`src/rtl/imem_fetch_if.sv`:
```
// Bus bundle between the fetch controller and its surroundings: loader port,
// instruction memory port, branch redirect and the fetch output stage.
interface imem_fetch_if #(
    parameter int ADDR_W = 8,
    parameter int DATA_W = 16
);
    logic              start;
    logic              halt_req;
    logic              ld_req;
    logic              ld_valid;
    logic [ADDR_W-1:0] ld_addr;
    logic [DATA_W-1:0] ld_data;
    logic              ld_ready;
    logic [ADDR_W:0]   ld_count;
    logic [ADDR_W-1:0] mem_addr;
    logic              mem_we;
    logic [DATA_W-1:0] mem_wdata;
    logic [DATA_W-1:0] mem_rdata;
    logic              br_valid;
    logic [15:0]       br_target;
    logic              if_valid;
    logic              if_ready;
    logic [DATA_W-1:0] if_instr;
    logic [15:0]       if_pc;
    logic              halted;

    modport master (
        input  start, halt_req, ld_req, ld_valid, ld_addr, ld_data,
        input  mem_rdata, br_valid, br_target, if_ready,
        output ld_ready, ld_count, mem_addr, mem_we, mem_wdata,
        output if_valid, if_instr, if_pc, halted
    );

    modport slave (
        output start, halt_req, ld_req, ld_valid, ld_addr, ld_data,
        output mem_rdata, br_valid, br_target, if_ready,
        input  ld_ready, ld_count, mem_addr, mem_we, mem_wdata,
        input  if_valid, if_instr, if_pc, halted
    );
endinterface

```
`src/rtl/imem_fetch_ctrl.sv`:
```
// Instruction memory sequencer: program loading in LOAD, one-per-cycle fetch
// into a registered valid/ready stage in RUN, with redirect and halt.
module imem_fetch_ctrl #(
    parameter int          ADDR_W   = 8,
    parameter int          DATA_W   = 16,
    parameter logic [15:0] RESET_PC = 16'h0000
) (
    input  logic          clk,
    input  logic          rst_n,
    imem_fetch_if.master  bus
);
    typedef enum logic [1:0] {S_IDLE, S_LOAD, S_RUN, S_HALT} state_t;

    localparam logic [ADDR_W:0] CNT_MAX = {1'b1, {ADDR_W{1'b0}}};

    state_t            state_q, state_d;
    logic [15:0]       pc_q, pc_d;
    logic              if_valid_q, if_valid_d;
    logic [DATA_W-1:0] if_instr_q, if_instr_d;
    logic [15:0]       if_pc_q, if_pc_d;
    logic [ADDR_W:0]   ld_count_q, ld_count_d;

    function automatic logic [ADDR_W:0] sat_inc(input logic [ADDR_W:0] v);
        return (v == CNT_MAX) ? v : v + 1'b1;
    endfunction

    always_ff @(posedge clk or negedge rst_n) begin
        if (!rst_n) begin
            state_q    <= S_IDLE;
            pc_q       <= RESET_PC;
            if_valid_q <= 1'b0;
            if_instr_q <= '0;
            if_pc_q    <= '0;
            ld_count_q <= '0;
        end else begin
            state_q    <= state_d;
            pc_q       <= pc_d;
            if_valid_q <= if_valid_d;
            if_instr_q <= if_instr_d;
            if_pc_q    <= if_pc_d;
            ld_count_q <= ld_count_d;
        end
    end

    always_comb begin
        state_d    = state_q;
        pc_d       = pc_q;
        if_valid_d = if_valid_q;
        if_instr_d = if_instr_q;
        if_pc_d    = if_pc_q;
        ld_count_d = ld_count_q;
        unique case (state_q)
            S_IDLE, S_HALT: begin
                if_valid_d = 1'b0;
                if (bus.ld_req) begin
                    state_d    = S_LOAD;
                    ld_count_d = '0;
                end else if (bus.start) begin
                    state_d = S_RUN;
                end
            end
            S_LOAD: begin
                if (bus.ld_valid) ld_count_d = sat_inc(ld_count_q);
                if (!bus.ld_req) begin
                    state_d = S_IDLE;
                    pc_d    = RESET_PC;
                end
            end
            S_RUN: begin
                // Redirect and halt both kill the slot; a pending handshake
                // this cycle has already been consumed by decode.
                if (bus.halt_req) begin
                    state_d    = S_HALT;
                    if_valid_d = 1'b0;
                    if (bus.br_valid) pc_d = bus.br_target;
                end else if (bus.br_valid) begin
                    pc_d       = bus.br_target;
                    if_valid_d = 1'b0;
                end else if (!if_valid_q || bus.if_ready) begin
                    if_instr_d = bus.mem_rdata;
                    if_pc_d    = pc_q;
                    if_valid_d = 1'b1;
                    pc_d       = pc_q + 16'd1;
                end
            end
            default: state_d = S_IDLE;
        endcase
    end

    assign bus.ld_ready  = (state_q == S_LOAD);
    assign bus.mem_we    = (state_q == S_LOAD) && bus.ld_valid;
    assign bus.mem_addr  = (state_q == S_LOAD) ? bus.ld_addr : pc_q[ADDR_W-1:0];
    assign bus.mem_wdata = (state_q == S_LOAD) ? bus.ld_data : '0;
    assign bus.ld_count  = ld_count_q;
    assign bus.if_valid  = if_valid_q;
    assign bus.if_instr  = if_instr_q;
    assign bus.if_pc     = if_pc_q;
    assign bus.halted    = (state_q == S_HALT);
endmodule

```
`src/flat_wrapper.sv`:
```
// flat-port wrapper written by rule: the top's interface ports become plain ports
module imem_fetch_ctrl_flat 
#(
    parameter int          ADDR_W   = 8,
    parameter int          DATA_W   = 16,
    parameter logic [15:0] RESET_PC = 16'h0000
)
  (clk, rst_n, bus_start, bus_halt_req, bus_ld_req, bus_ld_valid, bus_ld_addr, bus_ld_data, bus_mem_rdata, bus_br_valid, bus_br_target, bus_if_ready, bus_ld_ready, bus_ld_count, bus_mem_addr, bus_mem_we, bus_mem_wdata, bus_if_valid, bus_if_instr, bus_if_pc, bus_halted);
  imem_fetch_if #(.ADDR_W(ADDR_W), .DATA_W(DATA_W)) bus_i ();
  input  logic clk;
  input  logic rst_n;
  input wire logic [$bits(bus_i.start)-1:0] bus_start;
  input wire logic [$bits(bus_i.halt_req)-1:0] bus_halt_req;
  input wire logic [$bits(bus_i.ld_req)-1:0] bus_ld_req;
  input wire logic [$bits(bus_i.ld_valid)-1:0] bus_ld_valid;
  input wire logic [$bits(bus_i.ld_addr)-1:0] bus_ld_addr;
  input wire logic [$bits(bus_i.ld_data)-1:0] bus_ld_data;
  input wire logic [$bits(bus_i.mem_rdata)-1:0] bus_mem_rdata;
  input wire logic [$bits(bus_i.br_valid)-1:0] bus_br_valid;
  input wire logic [$bits(bus_i.br_target)-1:0] bus_br_target;
  input wire logic [$bits(bus_i.if_ready)-1:0] bus_if_ready;
  output wire logic [$bits(bus_i.ld_ready)-1:0] bus_ld_ready;
  output wire logic [$bits(bus_i.ld_count)-1:0] bus_ld_count;
  output wire logic [$bits(bus_i.mem_addr)-1:0] bus_mem_addr;
  output wire logic [$bits(bus_i.mem_we)-1:0] bus_mem_we;
  output wire logic [$bits(bus_i.mem_wdata)-1:0] bus_mem_wdata;
  output wire logic [$bits(bus_i.if_valid)-1:0] bus_if_valid;
  output wire logic [$bits(bus_i.if_instr)-1:0] bus_if_instr;
  output wire logic [$bits(bus_i.if_pc)-1:0] bus_if_pc;
  output wire logic [$bits(bus_i.halted)-1:0] bus_halted;
  assign bus_i.start = bus_start;
  assign bus_i.halt_req = bus_halt_req;
  assign bus_i.ld_req = bus_ld_req;
  assign bus_i.ld_valid = bus_ld_valid;
  assign bus_i.ld_addr = bus_ld_addr;
  assign bus_i.ld_data = bus_ld_data;
  assign bus_i.mem_rdata = bus_mem_rdata;
  assign bus_i.br_valid = bus_br_valid;
  assign bus_i.br_target = bus_br_target;
  assign bus_i.if_ready = bus_if_ready;
  assign bus_ld_ready = bus_i.ld_ready;
  assign bus_ld_count = bus_i.ld_count;
  assign bus_mem_addr = bus_i.mem_addr;
  assign bus_mem_we = bus_i.mem_we;
  assign bus_mem_wdata = bus_i.mem_wdata;
  assign bus_if_valid = bus_i.if_valid;
  assign bus_if_instr = bus_i.if_instr;
  assign bus_if_pc = bus_i.if_pc;
  assign bus_halted = bus_i.halted;
  imem_fetch_ctrl #(.ADDR_W(ADDR_W), .DATA_W(DATA_W), .RESET_PC(RESET_PC)) u_core (.clk(clk), .rst_n(rst_n), .bus(bus_i));
endmodule
```
`config.mk`:
```
export PLATFORM = sky130hd
export DESIGN_NAME = imem_fetch_ctrl_flat
export DESIGN_NICKNAME = d
export VERILOG_FILES = /design/src/rtl/imem_fetch_if.sv /design/src/rtl/imem_fetch_ctrl.sv /design/src/flat_wrapper.sv
export SDC_FILE = /design/constraint.sdc
export NUM_CORES = 1
export LEC_CHECK = 0
export CORE_AREA = 10 10 93 103
export CTS_BUF_LIST = sky130_fd_sc_hd__clkbuf_8
export DETAILED_ROUTE_END_ITERATION = 8
export DIE_AREA = 0 0 103 113
export PLACE_DENSITY_LB_ADDON = 0.12
export REMOVE_ABC_BUFFERS = 1
export SETUP_SLACK_MARGIN = 0.4
export SYNTH_ARGS = -nofsm -noshare
export SYNTH_HDL_FRONTEND = slang
export SYNTH_SLANG_ARGS = --single-unit
```
`constraint.sdc`:
```
create_clock -name clk -period 2.3 [get_ports clk]
set_input_delay 0.46 -clock clk [delete_from_list [all_inputs] [get_ports clk]]
set_output_delay 0.46 -clock clk [all_outputs]
set_load 0.005 [all_outputs]
```
* Word level (Yosys, flattened, before mapping)
Index checks and enable logic that the tools add are counted.
Operators by class: multipliers 0, mux-type cells 21, div/mod/pow operators 0, equality and inequality tests 13, bitwise operators 2, reductions and logical operators 13, shift operators 0, magnitude comparators 0, add/sub/neg operators 2
Operator list (count):
- 2-to-1 mux 16 bit | 6
- one-hot mux 16 bit (2 select lines) | 1
- 2-to-1 mux 9 bit | 3
- one-hot mux 9 bit (2 select lines) | 1
- adder 16 x 1 -> 16 bit (second input constant) | 1
- AND reduction 4 bit | 3
- != test 2 bit (second input constant) | 5
- adder 9 x 1 -> 9 bit (second input constant) | 1
- == test 9 bit (second input constant) | 1
- 2-to-1 mux 2 bit | 4
- 2-to-1 mux 8 bit | 1
- != test 3 bit (second input constant) | 2
- one-hot mux 2 bit (3 select lines) | 1
- nonzero test 2 bit | 3
- == test 2 bit (second input constant) | 2
- != test 4 x 3 -> 1 bit (second input constant) | 1
- 2-to-1 mux 1 bit | 3
- != test 3 x 2 -> 1 bit (second input constant) | 1
- AND reduction 3 bit | 1
- == test 2 x 1 -> 1 bit (second input constant) | 1
- logical NOT 2 bit | 1
- NOT 1 bit | 2
- one-hot mux 1 bit (2 select lines) | 1
- AND reduction 2 bit | 1
- 4 further kinds | 4
Storage, ports and cells: memory bits (read-only) 0, RAM bits 0, memories kept 0, bits in registers 60, word-level logic and storage cells 57, bits of input ports 64, output and inout bits 69, bits in latches 0

* Longest topological paths before layout
Gate-level depths: netlist of run 1.
depth after elaboration 6, gate-level depth with buffers 8, depth with buffers taken out 7

* Worst setup path after synthesis of run 1
OpenSTA, ideal clock, no wires.
kind register to output, start reg u_core.state_q[1], end out bus_mem_wdata[10], slack 0.347 ns, cell stages (with the launch flop) 7, path buffers 3, arrival time 1.493 ns, data required time 1.840 ns, path through dfrtp_1 -> inv_1 -> ha_1 -> buf_6 -> clkbuf_1 -> clkbuf_1 -> and2_1
On the way: word-level cells in the longest chain between the ends 2
Ends and longest elaborated chain:
- from (decl) | line imem_fetch_ctrl.sv:16 | state_t state_q, state_d;
- from (signal assigned) | line imem_fetch_ctrl.sv:36 | state_q <= state_d;
- == test 2 x 1 -> 1 bit
- net bus_ld_ready | line flat_wrapper.sv:22 | output wire logic [$bits(bus_i.ld_ready)-1:0] bus_ld_ready;
- 2-to-1 mux 16 bit | line imem_fetch_ctrl.sv:93 | assign bus.mem_wdata = (state_q == S_LOAD) ? bus.ld_data : '0;
- to (decl) | line flat_wrapper.sv:26 | output wire logic [$bits(bus_i.mem_wdata)-1:0] bus_mem_wdata;
The timed path passes the listed nets, and every way through them passes these cells.

* Final worst setup path of run 1
start reg u_core.state_q[0], end out bus_mem_addr[2]
On the way: word-level cells in the longest chain between the ends 2
Ends and longest elaborated chain:
- == test 2 x 1 -> 1 bit | line imem_fetch_ctrl.sv:92 | assign bus.mem_addr = (state_q == S_LOAD) ? bus.ld_addr : pc_q[ADDR_W-1:0];
- 2-to-1 mux 8 bit | line imem_fetch_ctrl.sv:92
- to (decl) | line flat_wrapper.sv:24 | output wire logic [$bits(bus_i.mem_addr)-1:0] bus_mem_addr;
Every way passes these cells.

==> impl_metrics.ini, run 1 <==
[floorplan]
dieArea_um2 = 11640
die_h_um = 113
rows = 33
initial_core_util_pct = 42.90
io-pin-count = 133
core-area_um2 = 7432
die_width_um = 103

[setup_path]
crit_fanout = 6
crit_slowest_cell = dfrtp_2
start_kind = flop
cpMostUsedCell = buf_12
cp_top_family = flip-flops
endpoint_kind = output port
r2r_setup_slack_ns = 0.21
path_cells = ha_4 > buf_12 > buf_12 > mux2_4 > buf_6
critical_path_depth = 5
r2r-end = u_core.bus.ld_count[7]$_DFFE_PN0P_
path_buf_inv = 3
ff2ff_path_depth = 7
worstReg2RegStart = u_core.state_q[0]$_DFFE_PN0P_
critPathMaxStageDelay_ns = 0.44
arrival_ns = 1.63
crit_required_ns = 1.84
critPathKind = flop to output port

[run]
cap_violations = 0

[drt]
wl_um = 10290
antenna_left = 0
drtIter0Drc = 141
viasPerCell = 5.389
vias = 3023
drc_errors = 0
dr.pass1.iters = 4
wl_per_cell_um = 18.34

[finish]
multiInputGateArea_um2 = 1863
n_antenna_cell = 0
final_cells = 561
fillers = 525
area_growth_pct = 68.96
design_area_um2 = 5386
final_util_pct = 72.47
drive_above_1_share_pct = 36.08
seq_area_um2 = 1504
final_nets = 542

[placed_design]
gp_congestion = 0.8124
dp_cells = 523
place_area_um2 = 4638
dpl_worst_slack_ns = 0.1400
port_buffers = 132
hpwl_um = 6884

[synth]
ys_warn_count = 0
avgSynthCellArea_um2 = 10.28
synthCells = 310
synth_seq_cells = 60
ys_async_sr_fraction_pct = 100.0
synth_edf_count = 0
syn-cell-area_um2 = 3188
ys_seq_area_share_pct = 47.10
synth_ff_type = dfrtp_1
ys_types = 47

[sta]
period_share_pct = 90.91
hold_slack_ns = 0.1412
setup_tns_ns = 0
finalSetupViolCount = 0
slew_headroom_pct = 74.44
finClkSkew_ns = 0.008307
worst_slew_pin_slew_ns = 0.3834
report.final.slew_viol_count = 0
rsz0062_at_grt = yes
period_needed_ns = 2.091
final_hold_viol_count = 0
fin_ws_ns = 0.2091
timing.fmax_mhz = 478.3

[global_routing]
grt_max_degree = 61
grt_remaining_overflow = 0
first_global_vias = 3139
antenna_found_initial = 0
grt_usage_pct = 17.11
grt_pass1_wl_um = 16020

[pwr]
totalPowerFinal_mw = 6.458
power_density_nw_per_um2 = 1199
p_leak_nw = 2.337
ir_worst_vdd_mv = 0.6858

[cts]
cts_buffers = 9
h-tree-depth = 3
cts_tree = yes
cts-root-buf = clkbuf_8
clock-sinks = 60
ctsHoldBuffers = 0
clkTransAtPathRegs_ns = 0.06
clock_latency_ns = 0.33
clockBufferDepth = 2

[outcome]
status = finished, final reports clean

[hold_path]
hp-class = primary input to async pin
==> how the worst max path moves through the flow <==
stage                                        startpoint                            endpoint
after floorplan           u_core.state_q[1]$_DFFE_PN0P_  u_core.bus.ld_count[7]$_DFFE_PN0P_
after global placement                       bus_ld_req  u_core.bus.ld_count[8]$_DFFE_PN0P_
after detailed placement                     bus_ld_req  u_core.bus.ld_count[6]$_DFFE_PN0P_
after CTS                 u_core.state_q[0]$_DFFE_PN0P_                     bus_mem_addr[2]
after global routing      u_core.state_q[0]$_DFFE_PN0P_  u_core.bus.ld_count[7]$_DFFE_PN0P_
final                     u_core.state_q[0]$_DFFE_PN0P_                     bus_mem_addr[2]
==> flip-flops by register name, summed over array words and instances (netlist names) <==
signal               flops
u_core.bus.if_instr     16
u_core.bus.if_pc        16
u_core.bus.if_valid      1
u_core.bus.ld_count      9
u_core.pc_q             16
u_core.state_q           2
==> layout make-up <==
cell class	count	share of cell area, %
clock buffers	12	3.066
clock inverters	2	0.1858
inverters	9	0.6736
multi-input cells	226	34.59
flip-flops and latches	60	27.92
well taps	87	2.021
repair buffers	165	31.54
==> synthesized netlist by cell type, types with 4 or more instances <==
cell	number	area, µm²
mux2_2	39	439.2
nand2_1	22	82.58
clkbuf_1	6	22.52
o21ai_1	9	45.04
dfrtp_1	60	1501
nor3_1	7	35.03
a21oi_1	19	95.09
o21ai_0	20	100.1
nand3_1	15	75.07
inv_1	9	33.78
buf_2	7	35.03
and2_1	18	112.6
or3_1	5	31.28
xnor2_1	4	35.03
and3_1	4	25.02
nor2_1	12	45.04
ha_1	7	87.58
==> power breakdown <==
group | total [mW] | internal [mW] | switching, mW | leakage, nW
registers | 1.90 | 1.49 | 0.409 | 0.792
clock network | 0.855 | 0.464 | 0.391 | 0.0941
logic | 3.70 | 2.29 | 1.42 | 1.45
==> metal layers <==
layer | part of all wire, % | up-vias | wire length, µm | global-route usage [%]
met5 | 0 | - | 0 | 0
met4 | 1.8 | 0 | 188 | 6.500
met3 | 12 | 14 | 1219 | 7.791
met2 | 45 | 127 | 4663 | 25.43
met1 | 41 | 1449 | 4220 | 21.10
li1 | - | 1433 | - | -
==> cells in the final DEF, fill, tap and decap left out, drive strengths merged, types with 3 or more instances in the layout <==
master,n
o2bb2ai,3
and2,18
nor4,4
xnor2,4
o21ai,29
nand3,15
nand2,23
inv,9
nor3b,3
or3,5
a21o,3
nor3,7
mux2,39
clkdlybuf4s50,104
nor2,13
a21oi,20
nor2b,4
buf,57
and3,4
ha,7
nand4,3
clkbuf,15
dfrtp,60
==> worst register-to-register path, stage by stage, from the launching register on <==
cell	delay [ns]
dfrtp_2	0.44
buf_4	0.17
inv_4	0.06
ha_4	0.22
nand2b_4	0.16
a2111o_1	0.48
or3_4	0.36
a21oi_2	0.14
==> cells by family (layout without fill, tap and decap cells) <==
| kind of cell | count (synthesis) | in the layout | synth area share (%) |
|---|---|---|---|
| compound gates | 69 | 69 | 13.23 |
| xor+xnor | 6 | 6 | 1.648 |
| fa+ha+maj | 7 | 7 | 2.747 |
| buf+inv | 24 | 188 | 3.336 |
| flops | 60 | 60 | 47.10 |
| mux | 40 | 40 | 14.09 |
| simple gates | 104 | 104 | 17.86 |
==> timing repair <==
action / 4_1_cts / 5_1_grt
pin swaps: 9 / 19
resized for setup: 137 / 73
gates cloned: 2 / 1
setup endpoints to repair: 43 / 50
hold endpoints to repair: 0 / 0
setup buffers: 16 / 5
Note: power is estimated with default switching activity, not from simulation.
==> inputs of run 2 (changes only) <==
--- a/config.mk
+++ b/config.mk
@@ -12,6 +12,7 @@
 export PLACE_DENSITY_LB_ADDON = 0.12
 export REMOVE_ABC_BUFFERS = 1
 export SETUP_SLACK_MARGIN = 0.4
+export SLEW_MARGIN = 20
 export SYNTH_ARGS = -nofsm -noshare
 export SYNTH_HDL_FRONTEND = slang
 export SYNTH_SLANG_ARGS = --single-unit
==> results of run 2 <==
Final layout, timing and power as in run 1 (identical DEF).
==> inputs of run 3 (changes only) <==
--- a/config.mk
+++ b/config.mk
@@ -5,10 +5,10 @@
 export SDC_FILE = /design/constraint.sdc
 export NUM_CORES = 1
 export LEC_CHECK = 0
-export CORE_AREA = 10 10 93 103
+export CORE_AREA = 10 10 97 107
 export CTS_BUF_LIST = sky130_fd_sc_hd__clkbuf_8
 export DETAILED_ROUTE_END_ITERATION = 8
-export DIE_AREA = 0 0 103 113
+export DIE_AREA = 0 0 107 117
 export PLACE_DENSITY_LB_ADDON = 0.12
 export REMOVE_ABC_BUFFERS = 1
 export SETUP_SLACK_MARGIN = 0.4
==> constraint.sdc (replaced) <==
create_clock -name clk -period 1.84 [get_ports clk]
set_input_delay 0.368 -clock clk [delete_from_list [all_inputs] [get_ports clk]]
set_output_delay 0.368 -clock clk [all_outputs]
set_load 0.005 [all_outputs]
==> run 3 against run 2 <==
Compared with the run above: sequential share of layout area down 3.0 points; the flow now finishes with violations (negative setup slack); global-route usage up 0.21 points; non-clock buffer count up 49; clock-buffer cell count down 1; first-iteration DRC count down 17%; die area up 7.6%; largest cell class is now buffers; total power up 38%.
==> impl_metrics.ini, run 3 (synthesis results as in run 1) <==
[outcome]
status = finished, violations left
violations = negative setup slack

[cts]
clockBufferDepth = 2
clock_latency_ns = 0.34
cts-root-buf = clkbuf_8
clkTransAtPathRegs_ns = 0.08
cts_tree = yes
cts_buffers = 9
h-tree-depth = 3
clock-sinks = 60

[global_routing]
antenna_found_initial = 0
grt_max_degree = 27
first_global_vias = 3411
grt_usage_pct = 17.32
grt_remaining_overflow = 0
grt_pass1_wl_um = 17420

[drt]
viasPerCell = 5.112
drc_errors = 0
wl_per_cell_um = 18.02
antenna_left = 0
drtIter0Drc = 117
dr.pass1.iters = 4
vias = 3246
wl_um = 11440

[pwr]
power_density_nw_per_um2 = 1468
ir_worst_vdd_mv = 0.9342
p_leak_nw = 2.957

[setup_path]
crit_slowest_cell = a2111o_1
crit_required_ns = 2.11
cp_top_family = compound AO/OA/AOI/OAI gates
ff2ff_path_depth = 6
critPathMaxStageDelay_ns = 0.48
crit_fanout = 6
endpoint_kind = flop
start_kind = flop
critical_path_depth = 6
r2r-end = u_core.bus.ld_count[7]$_DFFE_PN0P_
arrival_ns = 2.23
critPathKind = flop to flop
worstReg2RegStart = u_core.state_q[1]$_DFFE_PN0P_
r2r_setup_slack_ns = -0.12
path_cells = buf_4 > ha_4 > nand2b_4 > a2111o_1 > or3_4 > a21oi_2
path_buf_inv = 1

[floorplan]
rows = 35
io-pin-count = 133
initial_core_util_pct = 38.72
die_h_um = 117
die_width_um = 107
dieArea_um2 = 12520
core-area_um2 = 8233

[sta]
period_needed_ns = 1.963
finalSetupViolCount = 30
worst_slew_pin_slew_ns = 0.4539
fin_ws_ns = -0.1226
finClkSkew_ns = 0.01475
slew_headroom_pct = 69.63
rsz0062_at_grt = yes
period_share_pct = 106.7
report.final.slew_viol_count = 0
timing.fmax_mhz = 509.5
setup_tns_ns = -1.616
final_hold_viol_count = 0

[finish]
area_growth_pct = 89.76
n_antenna_cell = 0
mostFrequentLayoutCells = 60 x clkdlybuf4s50_1, 55 x dfrtp_1, 50 x buf_4
mostFrequentLayoutCell = clkdlybuf4s50_1
final_nets = 591
drive_above_1_share_pct = 42.75
final_cells = 635

[placed_design]
dp_cells = 582
hpwl_um = 7717
port_buffers = 132
gp_congestion = 0.8082

[run]
cap_violations = 0

[hold_path]
hp-class = primary input to async pin
-- run 3: worst register-to-register path: cells and delay by family (launching register included) --
family,cells,cell delay [ns]
AO/OA/AOI/OAI,2,0.60
flip-flops,1,0.39
buffers and inverters,1,0.15
adder cells (fa/ha/maj),1,0.26
AND/OR/NAND/NOR,2,0.50
-- run 3: power breakdown --
part           internal, mW  total [mW]  switching (mW)
logic                  3.17        5.16            1.99
clock network         0.827        1.36           0.533
registers              1.87        2.36           0.494
-- run 3: worst max path at each step --
| stage | endpoint | slack, ns | from |
|---|---|---|---|
| after floorplan | u_core.bus.ld_count[7]$_DFFE_PN0P_ | -0.43 | u_core.state_q[1]$_DFFE_PN0P_ |
| after global placement | u_core.bus.ld_count[8]$_DFFE_PN0P_ | -0.14 | bus_ld_req |
| after detailed placement | u_core.bus.ld_count[8]$_DFFE_PN0P_ | -0.20 | u_core.state_q[0]$_DFFE_PN0P_ |
| after CTS | u_core.bus.ld_count[4]$_DFFE_PN0P_ | -0.1 | u_core.state_q[0]$_DFFE_PN0P_ |
| after global routing | u_core.bus.ld_count[7]$_DFFE_PN0P_ | -0.21 | u_core.state_q[1]$_DFFE_PN0P_ |
| final | u_core.bus.ld_count[7]$_DFFE_PN0P_ | -0.12 | u_core.state_q[1]$_DFFE_PN0P_ |
-- run 3: metal layers --
metal | global-route usage (%) | routed length, µm | up-vias
met5 | 0 | 0 | -
met4 | 5.420 | 108 | 0
met3 | 6.188 | 917 | 9
met2 | 27.59 | 5384 | 125
met1 | 21.49 | 5031 | 1572
li1 | - | - | 1540
-- run 3: repair_timing --
action | in CTS | in global routing
hold buffers | 1 | 0
gates resized for setup | 254 | 56
gates cloned | 4 | 2
setup endpoints to repair | 127 | 89
buffers inserted | 22 | 9
hold endpoints to repair | 10 | 0
pin swaps | 26 | 15
-- run 3: cell type report --
| type | count | area [µm²] |
|---|---|---|
| well taps | 111 | 138.9 |
| clock inverters | 4 | 72.57 |
| flip-flops and latches | 60 | 1508 |
| fillers | 614 | 2183 |
| clock buffers | 11 | 151.4 |
| repair buffers | 214 | 2156 |
| multi-input cells | 226 | 1989 |
| inverters | 9 | 33.78 |
-- run 3: stage by stage --
| step | hold WS (ns) | setup slack (ns) | power (mW) | util, % | area, µm² |
|---|---|---|---|---|---|
| after floorplan | 0.07241 | -0.4271 | 3.735 | - | 3115 |
| after global placement | 0.2919 | -0.1411 | 6.117 | 60.35 | 4969 |
| after detailed placement | 0.2947 | -0.1951 | 6.207 | 60.35 | 4969 |
| after CTS | 0.4623 | -0.09537 | 8.331 | 69.36 | 5710 |
| after global routing | 0.4865 | -0.2062 | 9.435 | 73.48 | 6050 |
| final | 0.4773 | -0.1226 | 8.883 | 73.48 | 6050 |
